[config.mk]
export PLATFORM = sky130hd
export DESIGN_NAME = argmax_pipe_flat
export DESIGN_NICKNAME = d
export VERILOG_FILES = /design/src/rtl/argmax_pipe_if.sv /design/src/rtl/argmax_pipe.sv /design/src/flat_wrapper.sv
export SDC_FILE = /design/constraint.sdc
export NUM_CORES = 1
export LEC_CHECK = 0
export ABC_AREA = 1
export BUFFER_PORTS_ARGS = -buffer_cell sky130_fd_sc_hd__buf_4
export CAP_MARGIN = 20
export CORE_MARGIN = 8
export CORE_UTILIZATION = 42
export CTS_BUF_LIST = sky130_fd_sc_hd__clkbuf_16
export CTS_CLUSTER_SIZE = 28
export DETAILED_ROUTE_END_ITERATION = 10
export PLACE_DENSITY_LB_ADDON = 0.12
export SLEW_MARGIN = 25
export SYNTH_ARGS = -nofsm -noshare
export SYNTH_HDL_FRONTEND = slang
export SYNTH_SLANG_ARGS = --single-unit
[constraint.sdc]
create_clock -name clk -period 5.2 [get_ports clk]
set_input_delay 0.26 -clock clk [delete_from_list [all_inputs] [get_ports clk]]
set_output_delay 0.26 -clock clk [all_outputs]
set_load 0.005 [all_outputs]
[src/rtl/argmax_pipe_if.sv]
// Sample/result bundle for argmax_pipe: one N*W-bit sample in, one arg-max result out.
// The producer/consumer side takes the master modport and the pipeline takes the slave modport.
interface argmax_pipe_if #(
    parameter int N = 3,
    parameter int W = 10
);
    localparam int IW = ($clog2(N) > 1) ? $clog2(N) : 1;

    logic            in_valid;
    logic [N*W-1:0]  in_data;
    logic            out_valid;
    logic [W-1:0]    out_value;
    logic [IW-1:0]   out_index;
    logic [W-1:0]    out_second;
    logic            out_dominant;

    modport master (
        output in_valid, in_data,
        input  out_valid, out_value, out_index, out_second, out_dominant
    );

    modport slave (
        input  in_valid, in_data,
        output out_valid, out_value, out_index, out_second, out_dominant
    );
endinterface

[src/rtl/argmax_pipe.sv]
// Pipelined arg-max over N unsigned W-bit channels: a registered binary tournament tree,
// then a result stage that reports the winner, its runner-up and a dominance flag.
module argmax_pipe #(
    parameter int N             = 3,
    parameter int W             = 10,
    parameter int MARGIN        = 0,
    parameter int HOLD_ON_AMBIG = 1
) (
    input  logic         clk,
    input  logic         rst_n,
    input  logic         ce,
    argmax_pipe_if.slave bus
);
    localparam int D  = $clog2(N);
    localparam int IW = (D > 1) ? D : 1;
    localparam int P  = 1 << D;

    // Pad leaves hold zero at indices >= N, so a real channel always wins a tie against them.
    logic [P*W-1:0]       padded;
    logic [P-1:0][W-1:0]  leaf_m;
    logic [P-1:0][IW-1:0] leaf_idx;

    always_comb begin
        padded          = '0;
        padded[N*W-1:0] = bus.in_data;
        for (int i = 0; i < P; i++) begin
            leaf_m[i]   = padded[i*W +: W];
            leaf_idx[i] = IW'(i);
        end
    end

    for (genvar l = 1; l <= D; l++) begin : g_lvl
        localparam int NN = P >> l;

        logic [2*NN-1:0][W-1:0]  a_m;
        logic [2*NN-1:0][W-1:0]  a_s;
        logic [2*NN-1:0][IW-1:0] a_idx;
        logic                    a_vld;

        logic [NN-1:0][W-1:0]    m_d, m_q;
        logic [NN-1:0][W-1:0]    s_d, s_q;
        logic [NN-1:0][IW-1:0]   idx_d, idx_q;
        logic                    vld_d, vld_q;

        if (l == 1) begin : g_src
            assign a_m   = leaf_m;
            assign a_s   = '0;
            assign a_idx = leaf_idx;
            assign a_vld = bus.in_valid;
        end else begin : g_src
            assign a_m   = g_lvl[l-1].m_q;
            assign a_s   = g_lvl[l-1].s_q;
            assign a_idx = g_lvl[l-1].idx_q;
            assign a_vld = g_lvl[l-1].vld_q;
        end

        // The runner-up of a pair is the larger of the winner's own runner-up and the loser's max.
        always_comb begin
            m_d   = '0;
            s_d   = '0;
            idx_d = '0;
            vld_d = a_vld;
            for (int j = 0; j < NN; j++) begin
                if (a_m[2*j] >= a_m[2*j+1]) begin
                    m_d[j]   = a_m[2*j];
                    idx_d[j] = a_idx[2*j];
                    s_d[j]   = (a_s[2*j] >= a_m[2*j+1]) ? a_s[2*j] : a_m[2*j+1];
                end else begin
                    m_d[j]   = a_m[2*j+1];
                    idx_d[j] = a_idx[2*j+1];
                    s_d[j]   = (a_m[2*j] >= a_s[2*j+1]) ? a_m[2*j] : a_s[2*j+1];
                end
            end
        end

        always_ff @(posedge clk or negedge rst_n) begin
            if (!rst_n) begin
                m_q   <= '0;
                s_q   <= '0;
                idx_q <= '0;
                vld_q <= 1'b0;
            end else if (ce) begin
                m_q   <= m_d;
                s_q   <= s_d;
                idx_q <= idx_d;
                vld_q <= vld_d;
            end
        end
    end

    logic [W-1:0]  top_m, top_s, diff;
    logic [IW-1:0] top_idx;
    logic          top_vld, dom;

    assign top_m   = g_lvl[D].m_q[0];
    assign top_s   = g_lvl[D].s_q[0];
    assign top_idx = g_lvl[D].idx_q[0];
    assign top_vld = g_lvl[D].vld_q;
    assign diff    = top_m - top_s;
    assign dom     = 64'(diff) > 64'(MARGIN);

    logic          out_valid_d, out_valid_q;
    logic [W-1:0]  out_value_d, out_value_q;
    logic [IW-1:0] out_index_d, out_index_q;
    logic [W-1:0]  out_second_d, out_second_q;
    logic          out_dominant_d, out_dominant_q;

    // With HOLD_ON_AMBIG set, value/index only move on a dominant result; bubbles hold everything.
    always_comb begin
        out_valid_d    = top_vld;
        out_value_d    = out_value_q;
        out_index_d    = out_index_q;
        out_second_d   = out_second_q;
        out_dominant_d = out_dominant_q;
        if (top_vld) begin
            out_second_d   = top_s;
            out_dominant_d = dom;
            if (HOLD_ON_AMBIG == 0 || dom) begin
                out_value_d = top_m;
                out_index_d = top_idx;
            end
        end
    end

    always_ff @(posedge clk or negedge rst_n) begin
        if (!rst_n) begin
            out_valid_q    <= 1'b0;
            out_value_q    <= '0;
            out_index_q    <= '0;
            out_second_q   <= '0;
            out_dominant_q <= 1'b0;
        end else if (ce) begin
            out_valid_q    <= out_valid_d;
            out_value_q    <= out_value_d;
            out_index_q    <= out_index_d;
            out_second_q   <= out_second_d;
            out_dominant_q <= out_dominant_d;
        end
    end

    assign bus.out_valid    = out_valid_q;
    assign bus.out_value    = out_value_q;
    assign bus.out_index    = out_index_q;
    assign bus.out_second   = out_second_q;
    assign bus.out_dominant = out_dominant_q;
endmodule

[src/flat_wrapper.sv]
// flat-port wrapper written by rule: the top's interface ports become plain ports
module argmax_pipe_flat 
#(
    parameter int N             = 3,
    parameter int W             = 10,
    parameter int MARGIN        = 0,
    parameter int HOLD_ON_AMBIG = 1
)
  (clk, rst_n, ce, bus_in_valid, bus_in_data, bus_out_valid, bus_out_value, bus_out_index, bus_out_second, bus_out_dominant);
  argmax_pipe_if #(.N(N), .W(W)) bus_i ();
  input  logic clk;
  input  logic rst_n;
  input  logic ce;
  input wire logic [$bits(bus_i.in_valid)-1:0] bus_in_valid;
  input wire logic [$bits(bus_i.in_data)-1:0] bus_in_data;
  output wire logic [$bits(bus_i.out_valid)-1:0] bus_out_valid;
  output wire logic [$bits(bus_i.out_value)-1:0] bus_out_value;
  output wire logic [$bits(bus_i.out_index)-1:0] bus_out_index;
  output wire logic [$bits(bus_i.out_second)-1:0] bus_out_second;
  output wire logic [$bits(bus_i.out_dominant)-1:0] bus_out_dominant;
  assign bus_i.in_valid = bus_in_valid;
  assign bus_i.in_data = bus_in_data;
  assign bus_out_valid = bus_i.out_valid;
  assign bus_out_value = bus_i.out_value;
  assign bus_out_index = bus_i.out_index;
  assign bus_out_second = bus_i.out_second;
  assign bus_out_dominant = bus_i.out_dominant;
  argmax_pipe #(.N(N), .W(W), .MARGIN(MARGIN), .HOLD_ON_AMBIG(HOLD_ON_AMBIG)) u_core (.clk(clk), .rst_n(rst_n), .ce(ce), .bus(bus_i));
endmodule
---- Yosys cells after proc, flatten, opt, wreduce, memory -nomap -nowiden ----
Cells that the tools add are included.
word-level totals
  bits in registers ....................... 82
cells by class
  $add $sub $neg .......................... 1
  order comparisons ....................... 8
  multiplexer cells ....................... 12
  reduce and logical (&&, ||, !) cells .... 2
operators with widths
  operator               count
  $mux W10               9
  $ge A10 B1 Y1 const B  3
  $ge A10 B10 Y1         3
  $ge A1 B10 Y1 const A  1
  $gt A10 B1 Y1 const B  1
  $sub A10 B10 Y10       1
  $reduce_and A3 Y1      1
  $mux W1                2
  $mux W2                1
  $reduce_and A2 Y1      1

---- Depth between registers and ports, before layout ----
Gate-level depths: netlist of the first run.
  depth after elaboration ................. 3
  mapped depth ............................ 17
  gate-level depth less buffers ........... 16

---- Worst setup path before layout of the first run ----
No wires, ideal clock.
  path kind ............................... register -> register
  start ................................... register u_core.g_lvl[2].s_q[4] (netlist name)
  end ..................................... register u_core.out_dominant_q (netlist: u_core.bus.out_dominant)
  library setup time ...................... 118 ps
  arrival time ............................ 1697 ps
  data required time ...................... 5082 ps
  setup slack ............................. 3385 ps
  cell stages (with the launch flop) ...... 14
  buffers on the path ..................... 1
  period minus slack after synthesis ...... 1815 ps
  cell sequence ........................... dfrtp_1 -> inv_1 -> ha_1 -> a21oi_2 -> nor2_1 -> nor2_1 -> nand2_1 -> nand2_1 -> nand2_1 -> nor2_2 -> nand3_4 -> nand2_4 -> buf_12 -> nand2_1
between the ends
  word-level cells in the longest chain between the ends .. 2
ends and longest elaborated chain
  item                    line                RTL
  from (decl)             argmax_pipe.sv:41   logic [NN-1:0][W-1:0] s_d, s_q;
  from (signal assigned)  argmax_pipe.sv:79   s_q <= '0;
  from (signal assigned)  argmax_pipe.sv:84   s_q <= s_d;
  $sub A10 B10 Y10        argmax_pipe.sv:99   assign diff = top_m - top_s;
  $gt A10 B1 Y1           argmax_pipe.sv:100  assign dom = 64'(diff) > 64'(MARGIN);
  to (signal assigned)    argmax_pipe.sv:137  out_dominant_q <= out_dominant_d;
  to (decl)               argmax_pipe.sv:106  logic out_dominant_d, out_dominant_q;
No other way between the ends.
A chain may end at the register's enable or synchronous reset.

---- Worst setup path after layout of the first run ----
  start ................................... register u_core.g_lvl[1].m_q[0] (netlist name)
  end ..................................... register u_core.g_lvl[2].m_q[9] (netlist name)
between the ends
  word-level cells in the longest chain between the ends .. 2
ends and longest elaborated chain
  item                    line               RTL
  from (decl)             argmax_pipe.sv:40  logic [NN-1:0][W-1:0] m_d, m_q;
  from (signal assigned)  argmax_pipe.sv:83  m_q <= m_d;
  $ge A10 B10 Y1          argmax_pipe.sv:64  if (a_m[2*j] >= a_m[2*j+1]) begin
  $mux W10                argmax_pipe.sv:64
  to (signal assigned)    argmax_pipe.sv:83
  to (decl)               argmax_pipe.sv:40
No other way between the ends.

==> results of run 1 <==
## metrics by stage
| stage | instances | util | cell area, µm² | hold WS (ns) |
|---|---|---|---|---|
| 2_1_floorplan | 627 | - | 4770 | -0.0356 |
| 3_3_place_gp | 802 | 0.466 | 5260 | 0.442 |
| 3_5_place_dp | 803 | 0.467 | 5270 | 0.440 |
| 4_1_cts | 817 | 0.492 | 5540 | 0.124 |
| 5_1_grt | 817 | 0.492 | 5550 | 0.0181 |
| 6_report | 817 | 0.492 | 5550 | -0.0564 |
## report_power, final
group,total [mW],internal [mW],switching (mW)
sequential,0.867,0.765,0.103
clock,0.603,0.363,0.241
combinational,0.883,0.357,0.526
## flip-flops by register name (all words and copies together) (netlist names), 2 cells and up
| name | count |
|---|---|
| u_core.g_lvl.s_q | 20 |
| u_core.bus.out_value | 10 |
| u_core.g_lvl.vld_q | 2 |
| u_core.g_lvl.idx_q | 4 |
| u_core.g_lvl.m_q | 30 |
| u_core.bus.out_index | 2 |
| u_core.bus.out_second | 10 |
## worst paths after layout
path                                                            from                              endpoint  slack, ns  cells past startpoint
min in group clk                                     bus_in_data[21]   u_core.g_lvl[1].m_q[11]$_DFFE_PN0P_       0.13                      3
max in group asynchronous                                      rst_n   u_core.g_lvl[1].m_q[19]$_DFFE_PN0P_       4.73                      1
worst max register to register    u_core.g_lvl[1].m_q[0]$_DFFE_PN0P_    u_core.g_lvl[2].m_q[9]$_DFFE_PN0P_       2.54                      9
worst max-delay path              u_core.g_lvl[1].m_q[0]$_DFFE_PN0P_    u_core.g_lvl[2].m_q[9]$_DFFE_PN0P_       2.54                      9
worst min-delay path                                           rst_n  u_core.bus.out_second[7]$_DFFE_PN0P_      -0.06                      1
worst min register to register  u_core.g_lvl[1].idx_q[3]$_DFFE_PN0P_  u_core.g_lvl[1].idx_q[3]$_DFFE_PN0P_       0.45                      2
## worst max-delay path: stages, from the launching register on
cell	delay, ns
dfrtp_1	0.39
inv_1	0.13
ha_1	0.25
inv_1	0.05
a21boi_0	0.13
o21ai_1	0.15
nand3_1	0.61
inv_1	0.58
o21ai_0	0.12
o21ai_0	0.17
## cells by family after synthesis
family | synth area share
and+or+nand+nor | 0.254
AOI/OAI and AO/OA | 0.135
buffers and inverters | 0.0871
DFF | 0.420
adders and majority gates | 0.102
xor gates and xnor gates | 0.00184
## placed cells by master, fill, tap and decap left out
master      count
nor2_4          1
o21ai_1         1
o31ai_1         2
nand2_4         1
o21a_1          1
or2_1           1
a21oi_1        22
a21boi_0        1
clkinv_2        2
dfrtp_1        80
o211ai_1        6
nand3_4         1
ha_1           39
buf_6           2
nor2_2          2
nand3_1        29
o21ai_0        74
a21oi_2         2
nand3b_1        1
nor3_1          1
nand2_2        19
nand4_1         7
nand2_1       178
nor2_1         44
inv_1          77
clkinv_1        1
o22ai_1         9
o21bai_1        1
xnor2_1         1
buf_4          57
clkbuf_16       9
bufinv_16       1
clkinvlp_4      1
## area by class of cell
cell class	count	area [µm²]
Sequential cell	80	2000
Inverter	77	289
Timing Repair Buffer	59	450
Multi-Input combinational cell	444	2350
Fill cell	1098	5720
Tap cell	143	179
Clock buffer	9	225
Clock inverter	5	51.3
## layer usage
metal  wire [µm]  track usage  up-vias
met5           0            0        -
met4         274       0.0685        0
met3         501       0.0317       21
met2        4990        0.248       86
met1        5590        0.210     1815
li1            -            -     2105
==> metrics.txt, run 1 <==
Post-synth top flop=dfrtp_1; Rel. slew slack=0.415; Root Driver=clkbuf_16; Final Hold Fails=45; setup TNS=0 ns; initial core utilization=0.423; Vias=just over 4000; peak supply drop=0.170 mV; initial DRC count=between 200 and 300; DP Worst Slack=around 2.5 ns; drt pass-1 iters=5; drt drc=0; synthesized area=4770 µm²; GPL Wtd Cong=roughly 0.87; Die Footprint=about 15000 µm²; Worst-Margin Slew=0.875 ns; commonest cells in the netlist=178 x nand2_1, 80 x dfrtp_1, 76 x inv_1; std cell rows=39; Yosys reg bits=80; status=finished with violations; Final Power=2.35 mW; per-cell routed wire length=13.9 µm; vias in the first global route=3979; clock latency on the worst-skew pair=0.34 ns; IO buf count=57; Bufs on Longest Clock Path=2; Slew Limit Fails=0; RSZ-0062 raised after global routing=no; Chip Width=123 µm; Sink Count=80; Post-Route WL=around 11000 µm; largest area contributor in the netlist=dfrtp_1; area delta synth->final=16.3%; min Tclk post-route=2.66 ns; PwrDens=424 nW/µm²; pin count of the biggest net entering global routing=roughly 80; syn_nets=700; Die Span Y=123 µm; # resized after CTS=0; Synth Instances=627; TritonCTS clock tree=built; fmax=0.376 GHz; layout cells sized above 1=0.145; n_diodes=0; worst-path maximum fanout=31; Hold/Removal Path Class=input port to asynchronous set/reset pin; clk slew on worst S/H paths=0.06 ns; Post-CTS Setup Bufs=0; Worst Setup End Kind=flip-flop; Post-DRT Antenna Nets=0; Final #Nets=between 700 and 800; Synth cell types=31; H-tree Lvls=3; Seq/Total Area, Yosys=0.420; final hold slack=-0.0564 ns; Setup Viol. Count Final=0; EDFF count, synth=0; Avg Inst Size Synth=7.60 µm²; gr ovfl total=0; hpwl dp=around 8500 µm; Final Cycle Share=0.511; first-pass GRT wire length=19100 µm; Max Cap Violations=0; top cells by area, synth=dfrtp_1 42%, nand2_1 14%, ha_1 10%; io pins=58; Critical Path RT=5.46 ns; crit path DAT=between 2 and 3 ns; leak pwr=between 2 and 3 nW; Final WS setup=about 2.5 ns; initial antenna violation count=0; Core Footprint=11300 µm²; ys async rst share=1.00; hold_buf cts=0; type of origin of the critical path=flip-flop; Critical Setup Path Class=flip-flop to flip-flop; failing checks=negative hold slack; most numerous cell in the Yosys netlist=nand2_1; Ys Warns=0; total CTS buffers=9; Synth top area share=0.420; vias per cell=4.93; Setup Skew=about 0.0057 ns; GRT Overall Usage=0.159
Power figures use the tool's default switching activity.
==> run 2: changes to the inputs <==
--- a/config.mk
+++ b/config.mk
@@ -5,7 +5,7 @@
 export SDC_FILE = /design/constraint.sdc
 export NUM_CORES = 1
 export LEC_CHECK = 0
-export ABC_AREA = 1
+export ABC_AREA = 0
 export BUFFER_PORTS_ARGS = -buffer_cell sky130_fd_sc_hd__buf_4
 export CAP_MARGIN = 20
 export CORE_MARGIN = 8
==> constraint.sdc (replaced) <==
create_clock -name clk -period 2.7 [get_ports clk]
set_input_delay 0.135 -clock clk [delete_from_list [all_inputs] [get_ports clk]]
set_output_delay 0.135 -clock clk [all_outputs]
set_load 0.005 [all_outputs]
==> metrics.txt, run 2 <==
slowest stage delay, CP=0.43 ns (was 0.61 ns); Synth Instances=493 (was 627); Setup Skew=0.0124 ns (was 0.00574 ns); Vias=3740 (was 4027); cell area after layout=5810 µm² (was 5550 µm²); Post-Route WL=11000 µm (was 11400 µm); Final WS setup=0.145 ns (was 2.54 ns); CP max stage cell=ha_1 (was nand3_1); Reg2Reg Depth=9 (unchanged); first-pass GRT wire length=18600 µm (was 19100 µm); TritonCTS clock tree=built (unchanged); Bufs on Longest Clock Path=2 (unchanged); DP Worst Slack=0.0970 ns (was 2.54 ns); biggest regs=u_core.g_lvl.m_q (30), u_core.g_lvl.s_q (20) (unchanged); Yosys reg bits=80 (unchanged); Final #Nets=621 (was 744); hpwl dp=8010 µm (was 8460 µm); worst path cell trace=ha_1 -> o21ai_0 -> a211oi_1 -> xor2_1 -> o211ai_1 -> a22oi_2 -> a31oi_2 -> buf_12 -> mux2_4 (was inv_1 -> ha_1 -> inv_1 -> a21boi_0 -> o21ai_1 -> nand3_1 -> inv_1 -> o21ai_0 -> o21ai_0); worst-path maximum fanout=13 (was 31); clock latency on the worst-skew pair=0.34 ns (about the same); Hold/Removal Path Class=input port to flip-flop (was input port to asynchronous set/reset pin); Max Cap Violations=0 (unchanged); Top reg by flops=u_core.g_lvl.m_q (unchanged); n_diodes=0 (unchanged); Worst-Margin Slew=0.748 ns (was 0.875 ns); leak pwr=2.69 nW (was 2.92 nW); Final Power=4.91 mW (was 2.35 mW); most numerous cell in the Yosys netlist=dfrtp_1 (was nand2_1); reg-to-reg endpoint=u_core.bus.out_value[4]$_DFFE_PN0P_ (was u_core.g_lvl[2].m_q[9]$_DFFE_PN0P_); Core Footprint=11400 µm² (was 11300 µm²); most frequent cells in the layout=80 x dfrtp_1, 70 x buf_4, 50 x nand2_1, 50 x mux2i_1 (was 178 x nand2_1, 80 x dfrtp_1, 77 x inv_1); Ys Warns=0 (unchanged); GPL Wtd Cong=0.926 (was 0.875); synthesized area=4850 µm² (was 4770 µm²); Avg Inst Size Synth=9.84 µm² (was 7.60 µm²); total CTS buffers=9 (unchanged); Slew Limit Fails=0 (unchanged); gr ovfl total=0 (unchanged); RSZ-0062 raised after global routing=no (unchanged); area delta synth->final=19.7% (was 16.3%); type of origin of the critical path=flip-flop (unchanged); hold_sp=bus_in_data[26]; PwrDens=846 nW/µm² (was 424 nW/µm²); initial antenna violation count=0 (unchanged); layout cells sized above 1=0.203 (was 0.145); ys async rst share=1.00 (unchanged); io pins=58 (unchanged); worst hold path endpoint=u_core.g_lvl[1].m_q[16]$_DFFE_PN0P_; syn_nets=566 (was 700); Die Footprint=15200 µm² (was 15000 µm²); GRT Overall Usage=0.154 (was 0.159); vias per cell=5.37 (was 4.93); status=complete, no violations (was finished with violations); Final Hold Fails=0 (was 45); EDFF count, synth=0 (unchanged); Die Span Y=123 µm (about the same); FF-to-FF setup slack=0.15 ns (was 2.54 ns); clk slew on worst S/H paths=0.06 ns (about the same); std cell rows=39 (unchanged); Post-DP Area=5470 µm² (was 5270 µm²); Seq/Total Area, Yosys=0.413 (was 0.420); IO buf count=57 (unchanged); Setup Viol. Count Final=0 (unchanged); peak supply drop=0.529 mV (was 0.170 mV); largest area contributor in the netlist=dfrtp_1 (unchanged); worst r2r src=u_core.g_lvl[2].m_q[5]$_DFFE_PN0P_ (was u_core.g_lvl[1].m_q[0]$_DFFE_PN0P_); Root Driver=clkbuf_16 (unchanged); Critical Path RT=2.93 ns (was 5.46 ns); max FFs per register=30 (unchanged); initial DRC count=235 (was 269); Synth cell types=46 (was 31); pin count of the biggest net entering global routing=81 (unchanged); Post-synth top flop=dfrtp_1 (unchanged); Hold Path Depth=3; H-tree Lvls=3 (unchanged); min Tclk post-route=2.55 ns (was 2.66 ns); Sink Count=80 (unchanged); commonest non-fill, non-tap cell in the layout=dfrtp_1 (was nand2_1); Rel. slew slack=0.501 (was 0.415); drt drc=0 (unchanged); top cells by area, synth=dfrtp_1 41%, mux2i_1 10%, ha_1 10% (was dfrtp_1 42%, nand2_1 14%, ha_1 10%); crit path DAT=2.78 ns (was 2.91 ns); CP top delay family=compound AO/OA/AOI/OAI gates (was buffers and inverters); fmax=0.391 GHz (was 0.376 GHz); Chip Width=123 µm (about the same); initial core utilization=0.427 (was 0.423); setup TNS=0 ns (unchanged); drt pass-1 iters=4 (was 5); Critical Setup Path Class=flip-flop to flip-flop (unchanged); Synth top area share=0.413 (was 0.420); Final Cycle Share=0.946 (was 0.511); worst path buffer plus inverter count=1 (was 3); Post-DRT Antenna Nets=0 (unchanged); Worst Setup End Kind=flip-flop (unchanged); vias in the first global route=3767 (was 3979); per-cell routed wire length=15.8 µm (was 13.9 µm); commonest cells in the netlist=80 x dfrtp_1, 50 x mux2i_1, 50 x nand2_1 (was 178 x nand2_1, 80 x dfrtp_1, 76 x inv_1)
## run 2: changes by cell type after synthesis, sizes merged, moves of 18 or more
cell | previous run | this run
nand2 | 198 | 50
mux2i | 0 | 50
o21ai | 75 | 30
inv | 76 | 37
nor2 | 47 | 14
a31oi | 0 | 25
nand3 | 30 | 12
## run 2: power by group
group          internal [mW]  total [mW]  switching [mW]
Combinational           1.02        1.99           0.980
Sequential              1.52        1.75           0.226
Clock                  0.699        1.17           0.471
Total                   3.24        4.91            1.68
## run 2: layer usage
layer	global-route usage	up-vias	routed length, µm
li1	-	1914	-
met5	0	-	0
met3	0.0388	8	484
met2	0.223	64	4780
met4	0.0542	0	113
met1	0.216	1754	5600
## run 2: kinds of logic (layout without fill, tap and decap cells)
kind of cell / Yosys count / after routing / share of synthesized area
adders and majority gates: 39 / 39 / 0.101
xor gates and xnor gates: 4 / 4 / 0.00722
and+or+nand+nor: 95 / 95 / 0.0874
buffers and inverters: 69 / 129 / 0.0555
AOI/OAI and AO/OA: 141 / 141 / 0.192
muxes: 65 / 65 / 0.145
DFF: 80 / 80 / 0.413
## run 2: worst max-delay path by stage
stage	start	end	slack (ns)	depth (start not counted)
6_report	u_core.g_lvl[2].m_q[5]$_DFFE_PN0P_	u_core.bus.out_value[4]$_DFFE_PN0P_	0.15	9
5_1_grt	u_core.g_lvl[2].s_q[6]$_DFFE_PN0P_	u_core.bus.out_value[0]$_DFFE_PN0P_	0.002	10
2_1_floorplan	u_core.g_lvl[2].m_q[2]$_DFFE_PN0P_	u_core.bus.out_index[0]$_DFFE_PN0P_	0.16	9
3_5_place_dp	u_core.g_lvl[2].s_q[2]$_DFFE_PN0P_	u_core.bus.out_value[4]$_DFFE_PN0P_	0.1	10
3_3_place_gp	u_core.g_lvl[2].m_q[2]$_DFFE_PN0P_	u_core.bus.out_index[0]$_DFFE_PN0P_	0.17	9
4_1_cts	u_core.g_lvl[2].s_q[2]$_DFFE_PN0P_	u_core.bus.out_value[4]$_DFFE_PN0P_	0.09	10
## run 2: metrics by stage
| stage | hold WS, ns | utilization | cells |
|---|---|---|---|
| after global placement | 0.341 | 0.481 | 676 |
| final | 0.0150 | 0.511 | 696 |
| after detailed placement | 0.350 | 0.481 | 676 |
| after CTS | 0.00832 | 0.508 | 694 |
| after global routing | 0.0204 | 0.511 | 696 |
| after floorplan | -0.161 | - | 493 |
## run 2: cell type report
type                            count  area (µm²)
Timing Repair Buffer               76         607
Inverter                           37         139
Multi-Input combinational cell    344        2600
Tap cell                          143         179
Clock buffer                        9         225
Sequential cell                    80        2000
Fill cell                        1037        5560
Clock inverter                      7        55.1
## run 2: worst min-delay path: cells and delay by family
| kind | cells | cell delay (ns) |
|---|---|---|
| AOI/OAI and AO/OA | 1 | 0.06 |
| buffers and inverters | 1 | 0.08 |
| and+or+nand+nor | 1 | 0.05 |
## run 2: timing repair
item | in CTS | in global routing
hold buffers | 2 | 1
setup endpoints to repair | 0 | 12
resized for setup | 0 | 2
buffers inserted | 0 | 1
endpoints found under the hold margin | 2 | 80
==> run 3: changes to the inputs <==
--- a/config.mk
+++ b/config.mk
@@ -9,7 +9,7 @@
 export BUFFER_PORTS_ARGS = -buffer_cell sky130_fd_sc_hd__buf_4
 export CAP_MARGIN = 20
 export CORE_MARGIN = 8
-export CORE_UTILIZATION = 42
+export CORE_UTILIZATION = 39
 export CTS_BUF_LIST = sky130_fd_sc_hd__clkbuf_16
 export CTS_CLUSTER_SIZE = 28
 export DETAILED_ROUTE_END_ITERATION = 10
==> metrics.txt, run 3 (same netlist as run 2, synthesis figures left out) <==
Final #Nets=617 (was 621); status=complete, no violations (unchanged); Final WS setup=0.0996 ns (was 0.145 ns); Core Footprint=12100 µm² (was 11400 µm²); vias per cell=5.27 (was 5.37); FF-to-FF setup slack=0.1 ns (was 0.15 ns); Sink Count=80 (unchanged); PwrDens=829 nW/µm² (was 846 nW/µm²); Setup Viol. Count Final=0 (unchanged); Top reg by flops=u_core.g_lvl.m_q (unchanged); CP top delay family=compound AO/OA/AOI/OAI gates (unchanged); TritonCTS clock tree=built (unchanged); Post-CTS Setup Bufs=0 (unchanged); RSZ-0062 raised after global routing=no (unchanged); reg-to-reg endpoint=u_core.bus.out_value[7]$_DFFE_PN0P_ (was u_core.bus.out_value[4]$_DFFE_PN0P_); initial DRC count=160 (was 235); setup TNS=0 ns (unchanged); clock latency on the worst-skew pair=0.34 ns (about the same); peak supply drop=0.357 mV (was 0.529 mV); area delta synth->final=18.8% (was 19.7%); GRT Overall Usage=0.140 (was 0.154); Max Cap Violations=0 (unchanged); Comb pwr share=0.410 (was 0.406); first-pass GRT wire length=18600 µm (unchanged); Worst-Margin Slew=0.736 ns (was 0.748 ns); fmax=0.385 GHz (was 0.391 GHz); switch share=0.349 (was 0.341); n_diodes=0 (unchanged); IO buf count=57 (unchanged); Chip Width=128 µm (was 123 µm); most frequent cells in the layout=80 x dfrtp_1, 69 x buf_4, 50 x nand2_1, 50 x mux2i_1 (was 80 x dfrtp_1, 70 x buf_4, 50 x nand2_1, 50 x mux2i_1); Hold Path Depth=3 (unchanged); worst path buffer plus inverter count=1 (unchanged); GPL Wtd Cong=0.826 (was 0.926); wire length on met2=4600 µm (was 4780 µm); pin count of the biggest net entering global routing=81 (unchanged); Clk pwr share=0.225 (was 0.238); max FFs per register=30 (unchanged); Final Cycle Share=0.963 (was 0.946); gr ovfl total=0 (unchanged); std cell rows=40 (was 39); Post-Route WL=10900 µm (was 11000 µm); Setup Skew=0.00663 ns (was 0.0124 ns); Detail Route met3 WL=469 µm (was 484 µm); Reg2Reg Depth=9 (unchanged); hold_sp=bus_in_data[27] (was bus_in_data[26]); worst path cell trace=ha_1 -> a21oi_2 -> a21boi_2 -> o21a_4 -> or4_4 -> a22oi_2 -> a31oi_2 -> buf_12 -> mux2_4 (was ha_1 -> o21ai_0 -> a211oi_1 -> xor2_1 -> o211ai_1 -> a22oi_2 -> a31oi_2 -> buf_12 -> mux2_4); H-tree Lvls=3 (unchanged); worst r2r src=u_core.g_lvl[2].m_q[2]$_DFFE_PN0P_ (was u_core.g_lvl[2].m_q[5]$_DFFE_PN0P_); drt pass-1 iters=4 (unchanged); DR top layer=met4 (unchanged); crit path DAT=2.82 ns (was 2.78 ns); Reg power frac=0.365 (was 0.356); worst hold path endpoint=u_core.g_lvl[1].m_q[17]$_DFFE_PN0P_ (was u_core.g_lvl[1].m_q[16]$_DFFE_PN0P_); drt drc=0 (unchanged); per-cell routed wire length=15.3 µm (was 15.8 µm); met1 wire length=5730 µm (was 5600 µm); vias in the first global route=3748 (was 3767); clk slew on worst S/H paths=0.06 ns (about the same); Die Span Y=128 µm (was 123 µm); NetSw=1.67 mW (was 1.68 mW); initial antenna violation count=0 (unchanged); slowest stage delay, CP=0.48 ns (was 0.43 ns); initial core utilization=0.402 (was 0.427); Bufs on Longest Clock Path=2 (unchanged); layout cells sized above 1=0.201 (was 0.203); Slew Limit Fails=0 (unchanged); commonest non-fill, non-tap cell in the layout=dfrtp_1 (unchanged); Rel. slew slack=0.509 (was 0.501); Root Driver=clkbuf_16 (unchanged); Worst Setup End Kind=flip-flop (unchanged); Final Hold Fails=0 (unchanged); Post-DRT Antenna Nets=0 (unchanged); Power Internal=3.11 mW (was 3.24 mW); worst-path maximum fanout=13 (unchanged); Critical Setup Path Class=flip-flop to flip-flop (unchanged); Die Footprint=16300 µm² (was 15200 µm²); type of origin of the critical path=flip-flop (unchanged); leak pwr=2.66 nW (was 2.69 nW); Critical Path RT=2.92 ns (was 2.93 ns); biggest regs=u_core.g_lvl.m_q (30), u_core.g_lvl.s_q (20) (unchanged); min Tclk post-route=2.60 ns (was 2.55 ns); total CTS buffers=9 (unchanged); Hold/Removal Path Class=input port to flip-flop (unchanged); CP max stage cell=or4_4 (was ha_1); io pins=58 (unchanged); Vias=3776 (was 3740); DP Worst Slack=0.101 ns (was 0.0970 ns); hpwl dp=8040 µm (was 8010 µm)
==> run 3: repair_timing <==
| item | 4_1_cts | 5_1_grt |
|---|---|---|
| hold endpoints to repair | 0 | 80 |
| gates resized for setup | 0 | 2 |
| setup endpoints to repair | 0 | 12 |
| hold buffers | 0 | 1 |
==> run 3: power by group through the flow <==
stage	sequential, mW	combinational, mW	clock, mW
2_1_floorplan	1.71	1.31	0
3_3_place_gp	1.76	1.91	0
3_5_place_dp	1.77	1.95	0
4_1_cts	1.75	1.96	1.11
5_1_grt	1.80	2.18	1.15
6_report	1.74	1.96	1.08
==> run 3: final cells by class <==
type | instances | area (µm²)
Clock buffer | 9 | 225
Multi-Input combinational cell | 344 | 2590
Timing Repair Buffer | 72 | 559
Inverter | 37 | 139
Fill cell | 1143 | 6300
Clock inverter | 6 | 30.0
Sequential cell | 80 | 2000
Tap cell | 168 | 210
==> run 3: metal layers <==
metal / global-route usage / vias up
met5: 0 / -
met1: 0.197 / 1791
met4: 0.0546 / 0
met3: 0.0279 / 10
li1: - / 1911
met2: 0.205 / 64
==> run 3: how the worst max path moves through the flow <==
stage	startpoint	to	slack, ns	cells after the start
2_1_floorplan	u_core.g_lvl[2].m_q[2]$_DFFE_PN0P_	u_core.bus.out_index[0]$_DFFE_PN0P_	0.16	9
3_3_place_gp	u_core.g_lvl[2].m_q[2]$_DFFE_PN0P_	u_core.bus.out_index[0]$_DFFE_PN0P_	0.17	9
3_5_place_dp	u_core.g_lvl[2].m_q[2]$_DFFE_PN0P_	u_core.bus.out_value[1]$_DFFE_PN0P_	0.10	9
4_1_cts	u_core.g_lvl[2].m_q[2]$_DFFE_PN0P_	u_core.bus.out_value[1]$_DFFE_PN0P_	0.1	9
5_1_grt	u_core.g_lvl[2].m_q[2]$_DFFE_PN0P_	u_core.bus.out_index[0]$_DFFE_PN0P_	0.002	9
6_report	u_core.g_lvl[2].m_q[2]$_DFFE_PN0P_	u_core.bus.out_value[7]$_DFFE_PN0P_	0.1	9
==> run 3: metrics by stage <==
step,utilization,instances,hold slack [ns],area (µm²),power [mW]
after global routing,0.478,716,0.00985,5760,5.13
after CTS,0.476,715,0.000539,5740,4.82
after floorplan,-,493,-0.161,4850,3.02
after global placement,0.455,700,0.345,5490,3.67
after detailed placement,0.455,700,0.354,5490,3.72
final,0.478,716,0.00996,5760,4.78
==> run 3: tightest hold or removal path, stage by stage <==
cell and delay, ns:
buf_4 0.07, nand2_1 0.04, o21ai_0 0.06
